`src/rtl/jk_bank_seq.sv`:
```
// jk_bank_seq: command sequencer driving a bank of WIDTH JK cells.
// Host commands arrive on a valid/ready handshake and are turned into per-bit
// J/K drive patterns (clear, set, load, toggle, multi-cycle count).
// Optional: define JKSEQ_DOWN_EN to make opcode 6 a count-down; otherwise it is a NOP.

module jk_bank_seq_cell (
  input  logic clk,
  input  logic rst_n,
  input  logic j,
  input  logic k,
  output logic q
);

  // Classic JK: hold / clear / set / toggle.
  always_ff @(posedge clk or negedge rst_n) begin
    if (!rst_n) q <= 1'b0;
    else begin
      case ({j, k})
        2'b01:   q <= 1'b0;
        2'b10:   q <= 1'b1;
        2'b11:   q <= ~q;
        default: q <= q;
      endcase
    end
  end

endmodule

module jk_bank_seq #(
  parameter int WIDTH = 8,
  parameter int CNT_W = 8
) (
  input  logic             clk,
  input  logic             rst_n,
  input  logic             cmd_valid,
  output logic             cmd_ready,
  input  logic [2:0]       cmd_op,
  input  logic [WIDTH-1:0] cmd_arg,
  input  logic [CNT_W-1:0] cmd_cnt,
  output logic [WIDTH-1:0] j_out,
  output logic [WIDTH-1:0] k_out,
  output logic [WIDTH-1:0] q,
  output logic             busy,
  output logic             done
);

  localparam logic [2:0] OP_CLEAR  = 3'd1;
  localparam logic [2:0] OP_SET    = 3'd2;
  localparam logic [2:0] OP_LOAD   = 3'd3;
  localparam logic [2:0] OP_TOGGLE = 3'd4;
  localparam logic [2:0] OP_CUP    = 3'd5;
  localparam logic [2:0] OP_CDN    = 3'd6;

  typedef enum logic [1:0] {S_IDLE, S_APPLY, S_RUN, S_DONE} state_t;

  state_t           state;
  logic [2:0]       op_q;
  logic [WIDTH-1:0] arg_q;
  logic [CNT_W-1:0] ctr;
  logic [WIDTH-1:0] up_mask;
`ifdef JKSEQ_DOWN_EN
  logic [WIDTH-1:0] dn_mask;
`endif

  function automatic logic is_count(input logic [2:0] op);
`ifdef JKSEQ_DOWN_EN
    return (op == OP_CUP) || (op == OP_CDN);
`else
    return (op == OP_CUP);
`endif
  endfunction

  // Bank of cells; each bit sees its own J/K lane.
  jk_bank_seq_cell u_cell [WIDTH-1:0] (
    .clk  (clk),
    .rst_n(rst_n),
    .j    (j_out),
    .k    (k_out),
    .q    (q)
  );

  // Toggle masks for counting: bit i flips when all lower bits are 1 (up) or 0 (down).
  always_comb begin
    logic [WIDTH-1:0] m;
    up_mask = '0;
`ifdef JKSEQ_DOWN_EN
    dn_mask = '0;
`endif
    for (int i = 0; i < WIDTH; i++) begin
      m = (WIDTH'(1) << i) - WIDTH'(1);
      up_mask[i] = ((q & m) == m);
`ifdef JKSEQ_DOWN_EN
      dn_mask[i] = ((q & m) == '0);
`endif
    end
  end

  // J/K drive: active only in APPLY/RUN, decoded from the latched command.
  always_comb begin
    j_out = '0;
    k_out = '0;
    if (state == S_APPLY || state == S_RUN) begin
      case (op_q)
        OP_CLEAR:  k_out = '1;
        OP_SET:    j_out = '1;
        OP_LOAD:   begin j_out = arg_q; k_out = ~arg_q; end
        OP_TOGGLE: begin j_out = arg_q; k_out = arg_q; end
        OP_CUP:    begin j_out = up_mask; k_out = up_mask; end
`ifdef JKSEQ_DOWN_EN
        OP_CDN:    begin j_out = dn_mask; k_out = dn_mask; end
`endif
        default: ;
      endcase
    end
  end

  // Sequencer FSM. ctr holds the remaining q updates; leave for DONE when the
  // update happening on this edge is the last one.
  always_ff @(posedge clk or negedge rst_n) begin
    if (!rst_n) begin
      state     <= S_IDLE;
      op_q      <= '0;
      arg_q     <= '0;
      ctr       <= '0;
      cmd_ready <= 1'b1;
      busy      <= 1'b0;
      done      <= 1'b0;
    end else begin
      case (state)
        S_IDLE: begin
          if (cmd_valid) begin
            op_q      <= cmd_op;
            arg_q     <= cmd_arg;
            ctr       <= cmd_cnt;
            cmd_ready <= 1'b0;
            busy      <= 1'b1;
            if (is_count(cmd_op) && cmd_cnt == '0) begin
              state <= S_DONE;
              done  <= 1'b1;
            end else begin
              state <= S_APPLY;
            end
          end
        end
        S_APPLY: begin
          if (is_count(op_q)) begin
            ctr <= ctr - 1'b1;
            if (ctr == CNT_W'(1)) begin
              state <= S_DONE;
              done  <= 1'b1;
            end else begin
              state <= S_RUN;
            end
          end else begin
            state <= S_DONE;
            done  <= 1'b1;
          end
        end
        S_RUN: begin
          ctr <= ctr - 1'b1;
          if (ctr == CNT_W'(1)) begin
            state <= S_DONE;
            done  <= 1'b1;
          end
        end
        default: begin
          state     <= S_IDLE;
          done      <= 1'b0;
          busy      <= 1'b0;
          cmd_ready <= 1'b1;
        end
      endcase
    end
  end

endmodule

```
`config.mk`:
```
export PLATFORM = sky130hd
export DESIGN_NAME = jk_bank_seq
export DESIGN_NICKNAME = d
export VERILOG_FILES = /design/src/rtl/jk_bank_seq.sv
export SDC_FILE = /design/constraint.sdc
export NUM_CORES = 1
export LEC_CHECK = 0
export ABC_AREA = 1
export BUFFER_PORTS_ARGS = -buffer_cell sky130_fd_sc_hd__clkbuf_2
export CAP_MARGIN = 20
export CELL_PAD_IN_SITES_DETAIL_PLACEMENT = 1
export CELL_PAD_IN_SITES_GLOBAL_PLACEMENT = 1
export CORE_AREA = 4 4 81 90
export DETAILED_ROUTE_END_ITERATION = 6
export DIE_AREA = 0 0 85 94
export PLACE_DENSITY = 0.82
export SYNTH_ARGS = -nofsm -noshare
export SYNTH_HDL_FRONTEND = slang
export SYNTH_HIERARCHICAL = 1
export SYNTH_SLANG_ARGS = --single-unit
```
`constraint.sdc`:
```
create_clock -name clk -period 1.8 [get_ports clk]
set_clock_uncertainty 0.1 [all_clocks]
set_input_delay 0.18 -clock clk [delete_from_list [all_inputs] [get_ports clk]]
set_output_delay 0.18 -clock clk [all_outputs]
set_load 0.005 [all_outputs]
```
==> results of run 1 <==
critical path, delay by kind of cell, from the launching register on:
kind / cells / cell delay (ns)
and+or+nand+nor: 4 / 0.62
buffers and inverters: 4 / 0.39
DFF: 1 / 0.42
synth_stat cells, types with 2 or more instances:
| master | count |
|---|---|
| nand3_1 | 14 |
| o21ai_0 | 16 |
| nand4_1 | 3 |
| nor2_1 | 35 |
| nor3_1 | 2 |
| mux2_2 | 6 |
| o21ai_1 | 5 |
| nand2_4 | 2 |
| a31oi_1 | 5 |
| buf_2 | 4 |
| inv_1 | 44 |
| nand2_1 | 80 |
| dfrtp_1 | 31 |
| a21oi_1 | 19 |
| xor2_1 | 3 |
| ha_1 | 6 |
| buf_6 | 3 |
| inv_2 | 3 |
report_power, final:
group | internal, W | switching [W] | leakage [nW]
logic | 0.00208 | 0.00267 | 1.17
registers | 0.00111 | 0.000388 | 0.376
clock network | 0.000310 | 0.000319 | 0.0434
worst min path at each step:
| stage | cells past startpoint | end | slack, ns | from |
|---|---|---|---|---|
| 2_1_floorplan | 0 | arg_q[0] | -0.22 | rst_n |
| 3_3_place_gp | 1 | u_cell[3]/q | 0.06 | rst_n |
| 3_5_place_dp | 1 | u_cell[3]/q | 0.07 | rst_n |
| 4_1_cts | 2 | arg_q[2] | 0.01 | cmd_arg[2] |
| 5_1_grt | 2 | arg_q[4] | 0.01 | cmd_arg[4] |
| 6_report | 2 | arg_q[2] | 0.009 | cmd_arg[2] |
cell type report:
cell class	count	share of cell area (%)
Multi-Input combinational cell	209	42.94
Sequential cell	32	25.22
Timing Repair Buffer	87	19.49
Inverter	48	6.078
Tap cell	82	3.216
Clock buffer	6	2.588
Clock inverter	2	0.4706
layer usage:
| metal | GRT usage [%] | vias up | share of wire, % |
|---|---|---|---|
| met5 | 0 | - | 0 |
| met4 | 6.992 | 0 | 2.8 |
| met3 | 3.509 | 17 | 3.6 |
| met2 | 38.41 | 59 | 55 |
| met1 | 21.76 | 1160 | 39 |
| li1 | - | 1106 | - |
kinds of logic after synthesis:
kind of cell	count (synthesis)	synth area share (%)
buf+inv	56	11.44
xor+xnor	3	1.238
simple gates	144	29.36
compound gates	50	13.44
fa+ha+maj	6	3.538
mux	6	3.184
flops	32	37.79
state kept, by name (all words and copies together) (netlist names):
register,count
ctr,8
op_q,3
u_cell/q,8
cmd_ready,1
state,2
done,1
arg_q,8
busy,1
layout by cell type (no fill, tap or decap), types with 3 or more instances in the layout:
cell,Yosys,layout
nand2_1,80,67
clkbuf_2,0,43
inv_1,44,34
nor2_1,35,30
dfrtp_1,31,29
buf_4,0,28
inv_2,3,11
o21ai_0,16,11
nand2_2,1,10
nand3_1,14,9
a21oi_1,19,9
o21ai_1,5,8
nor2_4,1,6
a21oi_2,1,6
mux2_2,6,6
clkbuf_8,0,6
nand2_4,2,5
nand3_2,0,5
a21oi_4,0,5
buf_6,3,5
a31oi_4,0,4
ha_1,6,4
buf_2,4,4
buf_12,0,4
clkinvlp_4,0,3
o21ai_2,1,3
nand4_1,3,3
xor2_1,3,3
metrics by stage:
stage / hold slack, ns / instance area (µm²)
3_3_place_gp: 0.06038 / 2515
2_1_floorplan: -0.2156 / 2123
6_report: 0.008595 / 3191
5_1_grt: 0.01049 / 3191
3_5_place_dp: 0.06547 / 2515
4_1_cts: 0.01257 / 2977
repair_timing:
item,CTS,global route
setup buffers,20,8
cloned,0,0
endpoints found under the hold margin,15,0
resized for setup,50,47
pin swaps,18,24
hold buffers,1,0
setup endpoints to repair,16,25
==> out/metrics.csv, run 1 <==
stage;metric;value;unit
timing;max_slew headroom;67.15;%
logic_synthesis;sequential-to-total area share from yosys stat;37.79;%
timing;RSZ-0062 raised after global routing;yes;
clock_tree;CTS clk-pin slew, worst paths;0.08;ns
logic_synthesis;Synth Flop Type;dfrtp_1;
timing;Tcrit/Tclk final;111.1;%
critical_path;crit path cell chain;buf_12 -> nand3_4 -> inv_6 -> nand4_1 -> nand3_1 -> nand2_2 -> inv_2 -> clkbuf_2;
logic_synthesis;Mapped Cells;297;
logic_synthesis;Yosys warning count;6;
final_layout;fill cell count;798;
drt;Pre-Repair DR Iteration Count;4;
clock_tree;CTS root buffer;clkbuf_8;
placed_design;dpl cells;430;
clock_tree;Num CTS Buffers;5;
job;max-cap viol count;0;
critical_path;CP peak stage delay;0.42;ns
critical_path;Critical Path End Type;output port;
logic_synthesis;EDFF count, synth;0;
critical_path;CP Data Required Time;1.52;ns
clock_tree;worst skew pair latency;0.30;ns
clock_tree;Num Clock Sinks;32;
clock_tree;CTS max path bufs;2;
die;die height;94;µm
logic_synthesis;Synth area leader;dfrtp_1;
logic_synthesis;Synth cell types;34;
clock_tree;CTS tree;yes;
critical_path;first element of the critical path;op_q[0];
critical_path;Worst setup endpoint;j_out[7];
final_layout;final core utilization;49.26;%
power;Pwr Density;2156;mW/mm²
critical_path;FF-to-FF path depth;7;
power;Peak VDD IR;0.6853;mV
die;Initial Utilization;32.76;%
timing;setup violators final;15;
critical_path;Crit-path slowest cell;dfrtp_1;
final_layout;Diodes inserted;0;
critical_path;Reg2Reg Setup Slack;0.06;ns
timing;fin. max-slew vios;0;
critical_path;CP Launch Type;flop;
global_routing;initial antenna violation count;0;
timing;Hold Vio Cnt, Final;0;
global_routing;global route total overflow;0;
drt;vias;2342;
global_routing;largest net degree at the start of global routing;18;
global_routing;first-pass GRT wire length;12610;µm
power;P_leak;1.586;nW
worst_hold_path;Hold Crit Class;in2reg;
critical_path;r2r startpoint;state[1];
drt;initial DRC count;102;
die;Rows;31;
die;IO Pins;49;
outcome;outcome;complete, but fails checks;
timing;Least-Margin Pin Slew;0.4927;ns
final_layout;Seq. cell area;804.5;µm²
global_routing;vias in the first global route;2530;
die;DIE AREA;0.007990;mm²
final_layout;nets;411;
final_layout;final cell count without fillers;466;
logic_synthesis;syn nets;325;
placed_design;Final GP Congestion;0.8470;
timing;setup ws final;-0.2002;ns
drt;drt total wl;7829;µm
die;Die X-Extent;85;µm
logic_synthesis;cell area after synthesis;0.002122;mm²
critical_path;Critical Path AT;1.72;ns
outcome;failing checks;setup timing;
clock_tree;H-tree depth;2;
critical_path;Crit Path Max Fanout;3;
power;Tot Pwr;0.006880;W
logic_synthesis;post-synth top area share;36.56;%
timing;final setup TNS;-1.413;ns
logic_synthesis;Avg Cell Area, Syn;7.145;µm²
drt;drt drc;0;
placed_design;PortBufs;48;
logic_synthesis;largest cells by area after synthesis;dfrtp_1, nand2_1, inv_1;
logic_synthesis;#FFs+latches synth;32;
die;Core Footprint;0.006477;mm²
critical_path;worst r2r dst;ctr[5];
final_layout;fraction of layout cells with a size suffix above 1;44.53;%
final_layout;multi-input logic area;0.001370;mm²
drt;antenna-violating nets left;0;
timing;Tmin final;2.000;ns
placed_design;Setup Slack @ Placement;0.02876;ns
critical_path;Worst Setup Path Type;reg2out;
timing;Achievable Freq;500.0;MHz
drt;Vias/cell;5.026;
global_routing;gr usage total;20.03;%
drt;wire per inst;16.80;µm
placed_design;DP Wirelength;4913;µm
logic_synthesis;ys async rst share;100.0;%
final_layout;Area Overhead vs Synth;50.35;%
No activity file was read; power rests on OpenSTA's default activity.
==> run 2, diff against run 1 <==
Settings changed: RECOVER_POWER set to 25.
==> out/metrics.csv, run 2 (synthesis results as in run 1) <==
stage;metric;value;unit
final_layout;fraction of layout cells with a size suffix above 1;44.27;%
critical_path;crit path cell chain;buf_12 -> nand3_4 -> inv_6 -> nand4_1 -> nand3_1 -> nand2_2 -> inv_2 -> clkbuf_2;
power;Peak VDD IR;0.6857;mV
final_layout;Design Area, Final;0.003174;mm²
global_routing;gr usage total;20.03;%
timing;setup violators final;15;
die;Rows;31;
timing;Hold Vio Cnt, Final;0;
final_layout;fill cell count;801;
critical_path;Crit Path Max Fanout;3;
timing;RSZ-0062 raised after global routing;yes;
timing;Least-Margin Pin Slew;0.9685;ns
global_routing;global route total overflow;0;
critical_path;Critical Path AT;1.72;ns
critical_path;CP Data Required Time;1.52;ns
clock_tree;CTS tree;yes;
die;Die X-Extent;85;µm
global_routing;M2 GR Usage;38.41;%
final_layout;Area Overhead vs Synth;49.59;%
die;die height;94;µm
drt;Pre-Repair DR Iteration Count;4;
die;IO Pins;49;
clock_tree;CTS root buffer;clkbuf_8;
drt;Vias/cell;5.043;
critical_path;CP peak stage delay;0.42;ns
drt;drt drc;0;
global_routing;initial antenna violation count;0;
critical_path;crit-path leading delay family;simple AND/OR/NAND/NOR gates;
die;Initial Utilization;32.76;%
die;DIE AREA;0.007990;mm²
timing;max_slew headroom;35.43;%
final_layout;nets;411;
placed_design;Final GP Congestion;0.8470;
drt;vias;2350;
clock_tree;Num Clock Sinks;32;
power;P_leak;1.577;nW
timing;fin. max-slew vios;0;
placed_design;Cell Area, Placed;0.002515;mm²
clock_tree;worst skew pair latency;0.30;ns
drt;initial DRC count;103;
outcome;failing checks;setup timing;
placed_design;PortBufs;48;
die;Core Footprint;0.006477;mm²
clock_tree;Num CTS Buffers;5;
final_layout;final core utilization;49.01;%
global_routing;GR Util met1;21.76;%
clock_tree;H-tree depth;2;
power;Pwr Density;2166;mW/mm²
final_layout;commonest non-fill, non-tap cell in the layout;nand2_1;
clock_tree;CTS clk-pin slew, worst paths;0.08;ns
final_layout;biggest regs;arg_q x8, ctr x8, u_cell/q x8;
drt;drt total wl;7817;µm
critical_path;Crit-path slowest cell;dfrtp_1;
global_routing;vias in the first global route;2530;
global_routing;met3 GRT Util;3.509;%
worst_hold_path;Hold Crit Class;in2reg;
timing;setup ws final;-0.2002;ns
global_routing;largest net degree at the start of global routing;18;
clock_tree;CTS max path bufs;2;
critical_path;CP Launch Type;flop;
final_layout;leading cell types in the layout, fill and taps excluded;nand2_1, clkbuf_2, inv_1;
drt;antenna-violating nets left;0;
job;max-cap viol count;0;
critical_path;CP bufs+invs;4;
timing;Tcrit/Tclk final;111.1;%
global_routing;first-pass GRT wire length;12610;µm
critical_path;Reg2Reg Setup Slack;0.06;ns
placed_design;DP Wirelength;4913;µm
timing;Tmin final;2.000;ns
outcome;outcome;complete, but fails checks;
critical_path;Critical Path End Type;output port;
critical_path;Worst Setup Path Type;reg2out;
global_routing;busiest layer in global routing;met2;
drt;wire per inst;16.77;µm
timing;Achievable Freq;499.9;MHz
final_layout;Diodes inserted;0;
run 2: worst register-to-register path, cell delays in order (launching register included):
cell	delay (ns)
dfrtp_1	0.40
inv_2	0.10
ha_4	0.23
buf_12	0.13
buf_4	0.17
or2_2	0.31
a21oi_2	0.15
a21oi_2	0.04
run 2: stage by stage:
step	power, W	hold slack [ns]	instances	setup TNS (ns)	worst slack, ns
floorplan	0.003564	-0.2156	297	0	0.008027
global placement	0.004514	0.06038	430	0	0.1073
detailed placement	0.004690	0.06547	430	0	0.02876
CTS	0.006205	0.01257	459	-0.9070	-0.1196
global route	0.007447	0.01049	466	-3.036	-0.2530
finish	0.006876	0.008496	466	-1.405	-0.2002
run 2: worst paths after layout:
check / depth (start not counted) / from / to
setup / recovery: 8 / op_q[0] / j_out[7]
hold / removal: 2 / cmd_arg[2] / arg_q[2]
setup reg to reg: 7 / state[1] / ctr[5]
hold reg to reg: 2 / ctr[7] / ctr[7]
max in group asynchronous: 3 / rst_n / op_q[2]
min in group asynchronous: 2 / rst_n / u_cell[3]/q
run 2: final cells by class:
type | count | area (µm²) | share of cell area [%]
flip-flops and latches | 32 | 804.5 | 25.34
repair buffers | 87 | 605.6 | 19.08
inverters | 48 | 193.9 | 6.110
multi-input cells | 209 | 1370 | 43.16
well taps | 82 | 102.6 | 3.232
clock buffers | 6 | 82.58 | 2.602
clock inverters | 2 | 15.01 | 0.4730
run 2: power breakdown:
| group | total [W] | switching [W] | internal [W] |
|---|---|---|---|
| Clock | 0.000629 | 0.000319 | 0.000310 |
| Combinational | 0.00475 | 0.00267 | 0.00208 |
| Sequential | 0.00150 | 0.000388 | 0.00111 |
| Total | 0.00688 | 0.00337 | 0.00350 |
run 2: repair_timing:
action / 4_1_cts / 5_1_grt
endpoints found under the hold margin: 15 / 0
pin swaps: 18 / 24
hold buffers: 1 / 0
setup endpoints to repair: 16 / 25
gates resized for setup: 50 / 47
buffers inserted: 20 / 8
run 2: layer usage:
layer | vias up | part of all wire [%] | wire [µm]
met4 | 0 | 2.8 | 217
li1 | 1108 | - | -
met5 | - | 0 | 0
met1 | 1170 | 39 | 3038
met3 | 17 | 3.5 | 271
met2 | 55 | 55 | 4289
==> run 3, diff against run 2 <==
Settings changed: ABC_AREA 1 to unset, CORE_AREA 4 4 81 90 to 4 4 77 86, DIE_AREA 0 0 85 94 to 0 0 81 90.
==> out/metrics.csv, run 3 <==
stage;metric;value;unit
logic_synthesis;top cells by count, synth;dfrtp_1, a21oi_1, nor2_1;
final_layout;fill cell count;677;
final_layout;commonest non-fill, non-tap cell in the layout;clkbuf_2;
placed_design;PortBufs;48;
die;die height;90;µm
final_layout;fraction of layout cells with a size suffix above 1;48.38;%
die;Core Footprint;0.005733;mm²
critical_path;Worst Setup Path Type;reg2out;
clock_tree;CTS tree;yes;
logic_synthesis;most common cell in the netlist;dfrtp_1;
global_routing;initial antenna violation count;0;
clock_tree;CTS clk-pin slew, worst paths;0.07;ns
placed_design;DP Wirelength;4684;µm
timing;Tcrit/Tclk final;114.6;%
timing;Hold Vio Cnt, Final;0;
timing;max_slew headroom;43.55;%
final_layout;multi-input logic area;0.001320;mm²
global_routing;vias in the first global route;2308;
global_routing;global route total overflow;0;
drt;drt total wl;7193;µm
clock_tree;CTS max path bufs;2;
placed_design;dpl cells;364;
logic_synthesis;Mapped Cells;222;
timing;RSZ-0062 raised after global routing;yes;
clock_tree;Num Clock Sinks;32;
critical_path;worst r2r dst;ctr[7];
critical_path;Critical Path AT;1.78;ns
drt;wire per inst;18.68;µm
die;Die X-Extent;81;µm
final_layout;biggest regs;arg_q x8, ctr x8, u_cell/q x8;
die;IO Pins;49;
critical_path;r2r startpoint;op_q[1];
timing;Tmin final;2.063;ns
critical_path;FF-to-FF path depth;6;
placed_design;Setup Slack @ Placement;-0.04710;ns
global_routing;gr usage total;20.38;%
global_routing;largest net degree at the start of global routing;33;
power;P_leak;1.320;nW
critical_path;CP Launch Type;flop;
placed_design;Final GP Congestion;0.8379;
logic_synthesis;post-synth top area share;38.56;%
timing;setup violators final;25;
clock_tree;worst skew pair latency;0.28;ns
logic_synthesis;Synth Flop Type;dfrtp_1;
outcome;outcome;complete, but fails checks;
logic_synthesis;syn nets;250;
drt;drt drc;0;
drt;antenna-violating nets left;0;
worst_hold_path;Hold Crit Class;in2reg;
timing;fin. max-slew vios;0;
final_layout;final cell count without fillers;385;
global_routing;first-pass GRT wire length;11640;µm
logic_synthesis;ys async rst share;100.0;%
logic_synthesis;#FFs+latches synth;32;
critical_path;first element of the critical path;op_q[1];
critical_path;Critical Path End Type;output port;
die;DIE AREA;0.007290;mm²
logic_synthesis;EDFF count, synth;0;
final_layout;leading cell types in the layout, fill and taps excluded;clkbuf_2, dfrtp_1, buf_4;
clock_tree;H-tree depth;2;
final_layout;Diodes inserted;0;
power;Peak VDD IR;1.064;mV
worst_hold_path;HP Start;cmd_arg[5];
die;Initial Utilization;35.09;%
clock_tree;CTS root buffer;clkbuf_8;
timing;Achievable Freq;484.7;MHz
logic_synthesis;Avg Cell Area, Syn;9.063;µm²
logic_synthesis;Synth area leader;dfrtp_1;
worst_hold_path;hold path depth;2;
logic_synthesis;Yosys warning count;6;
power;Pwr Density;2263;mW/mm²
critical_path;CP Data Required Time;1.52;ns
timing;Least-Margin Pin Slew;0.8467;ns
logic_synthesis;Synth cell types;53;
worst_hold_path;Hold Crit Endpoint;arg_q[5];
drt;initial DRC count;105;
timing;setup ws final;-0.2630;ns
drt;vias;2145;
outcome;failing checks;setup timing;
logic_synthesis;sequential-to-total area share from yosys stat;39.86;%
final_layout;Design Area, Final;0.002937;mm²
logic_synthesis;largest cells by area after synthesis;dfrtp_1, a21oi_1, mux2_2;
clock_tree;Num CTS Buffers;5;
job;max-cap viol count;0;
critical_path;Reg2Reg Setup Slack;-0.13;ns
die;Rows;29;
logic_synthesis;cell area after synthesis;0.002012;mm²
drt;Vias/cell;5.571;
placed_design;Cell Area, Placed;0.002539;mm²
final_layout;Seq. cell area;802.0;µm²
drt;Pre-Repair DR Iteration Count;4;
critical_path;Crit Path Max Fanout;3;
final_layout;Area Overhead vs Synth;45.96;%
final_layout;nets;335;
==> run 3: cell types whose count changed after synthesis, moves of 4 or more <==
cell      before  now
a21oi_1       19   26
clkbuf_1       1   10
inv_1         44   10
nand2_1       80    7
nand3_1       14    8
o22ai_1        0    4
nor2_1        35   24
mux2_2         6   11
nor2b_1        0    7
maj3_1         0    4
==> run 3: cell type report <==
class                   instances  share of cell area, %
multi-input cells             168                  44.95
flip-flops and latches         32                  27.31
repair buffers                 89                  20.28
clock buffers                   8                  2.727
inverters                      11                  1.449
well taps                      77                  3.281
==> run 3: metrics by stage <==
step / utilization, % / total power [W] / TNS [ns] / hold WS, ns
final: 51.22 / 0.006645 / -2.747 / 0.03262
after CTS: 49.32 / 0.006206 / -2.257 / 0.02605
after detailed placement: 44.28 / 0.005054 / -0.1587 / 0.1380
after global routing: 51.22 / 0.007189 / -4.595 / 0.01908
after floorplan: - / 0.003647 / -0.0003142 / -0.2156
after global placement: 44.28 / 0.004877 / -0.04618 / 0.1393
==> run 3: per-layer routing <==
metal / vias to the layer above / GRT usage [%] / share of wire, % / routed length (µm)
met3: 11 / 3.000 / 4.0 / 291
met4: 0 / 6.620 / 1.4 / 101
met5: - / 0 / 0 / 0
met2: 50 / 35.21 / 54 / 3879
met1: 1097 / 25.52 / 41 / 2920
li1: 987 / - / - / -
==> run 3: kinds of logic after synthesis <==
logic type                 count (synthesis)  synth area share, %
AOI/OAI and AO/OA                         76                23.76
and+or+nand+nor                           67                18.16
DFF                                       32                39.86
buffers and inverters                     22                4.167
muxes                                     14                7.898
adders and majority gates                 10                5.721
xor gates and xnor gates                   1               0.4354
==> run 3: worst max path at each step <==
stage | endpoint | slack [ns] | cells past startpoint
final | k_out[7] | -0.26 | 5
after detailed placement | ctr[7] | -0.05 | 5
after CTS | k_out[7] | -0.25 | 5
after global placement | k_out[7] | -0.04 | 5
after global routing | k_out[7] | -0.33 | 5
after floorplan | state[1] | -0.0003 | 4
==> run 3: power by group <==
| group | switching, W | internal, W | total, W |
|---|---|---|---|
| Clock | 0.000271 | 0.000275 | 0.000546 |
| Combinational | 0.00237 | 0.00223 | 0.00460 |
| Sequential | 0.000391 | 0.00111 | 0.00150 |
==> run 3: repair_timing <==
item	in CTS	in global routing
cloned	1	0
setup buffers	6	6
resized for setup	43	27
pin swaps	15	10
endpoints found under the hold margin	31	0
hold buffers	1	0
endpoints found under the setup margin	26	28
==> run 3: worst max-delay path, cell delays in order, from the launching register on <==
cell and delay, ns:
dfrtp_1 0.38, and4b_1 0.30, and4_4 0.25, nand4_1 0.17, a211oi_2 0.25, buf_2 0.15
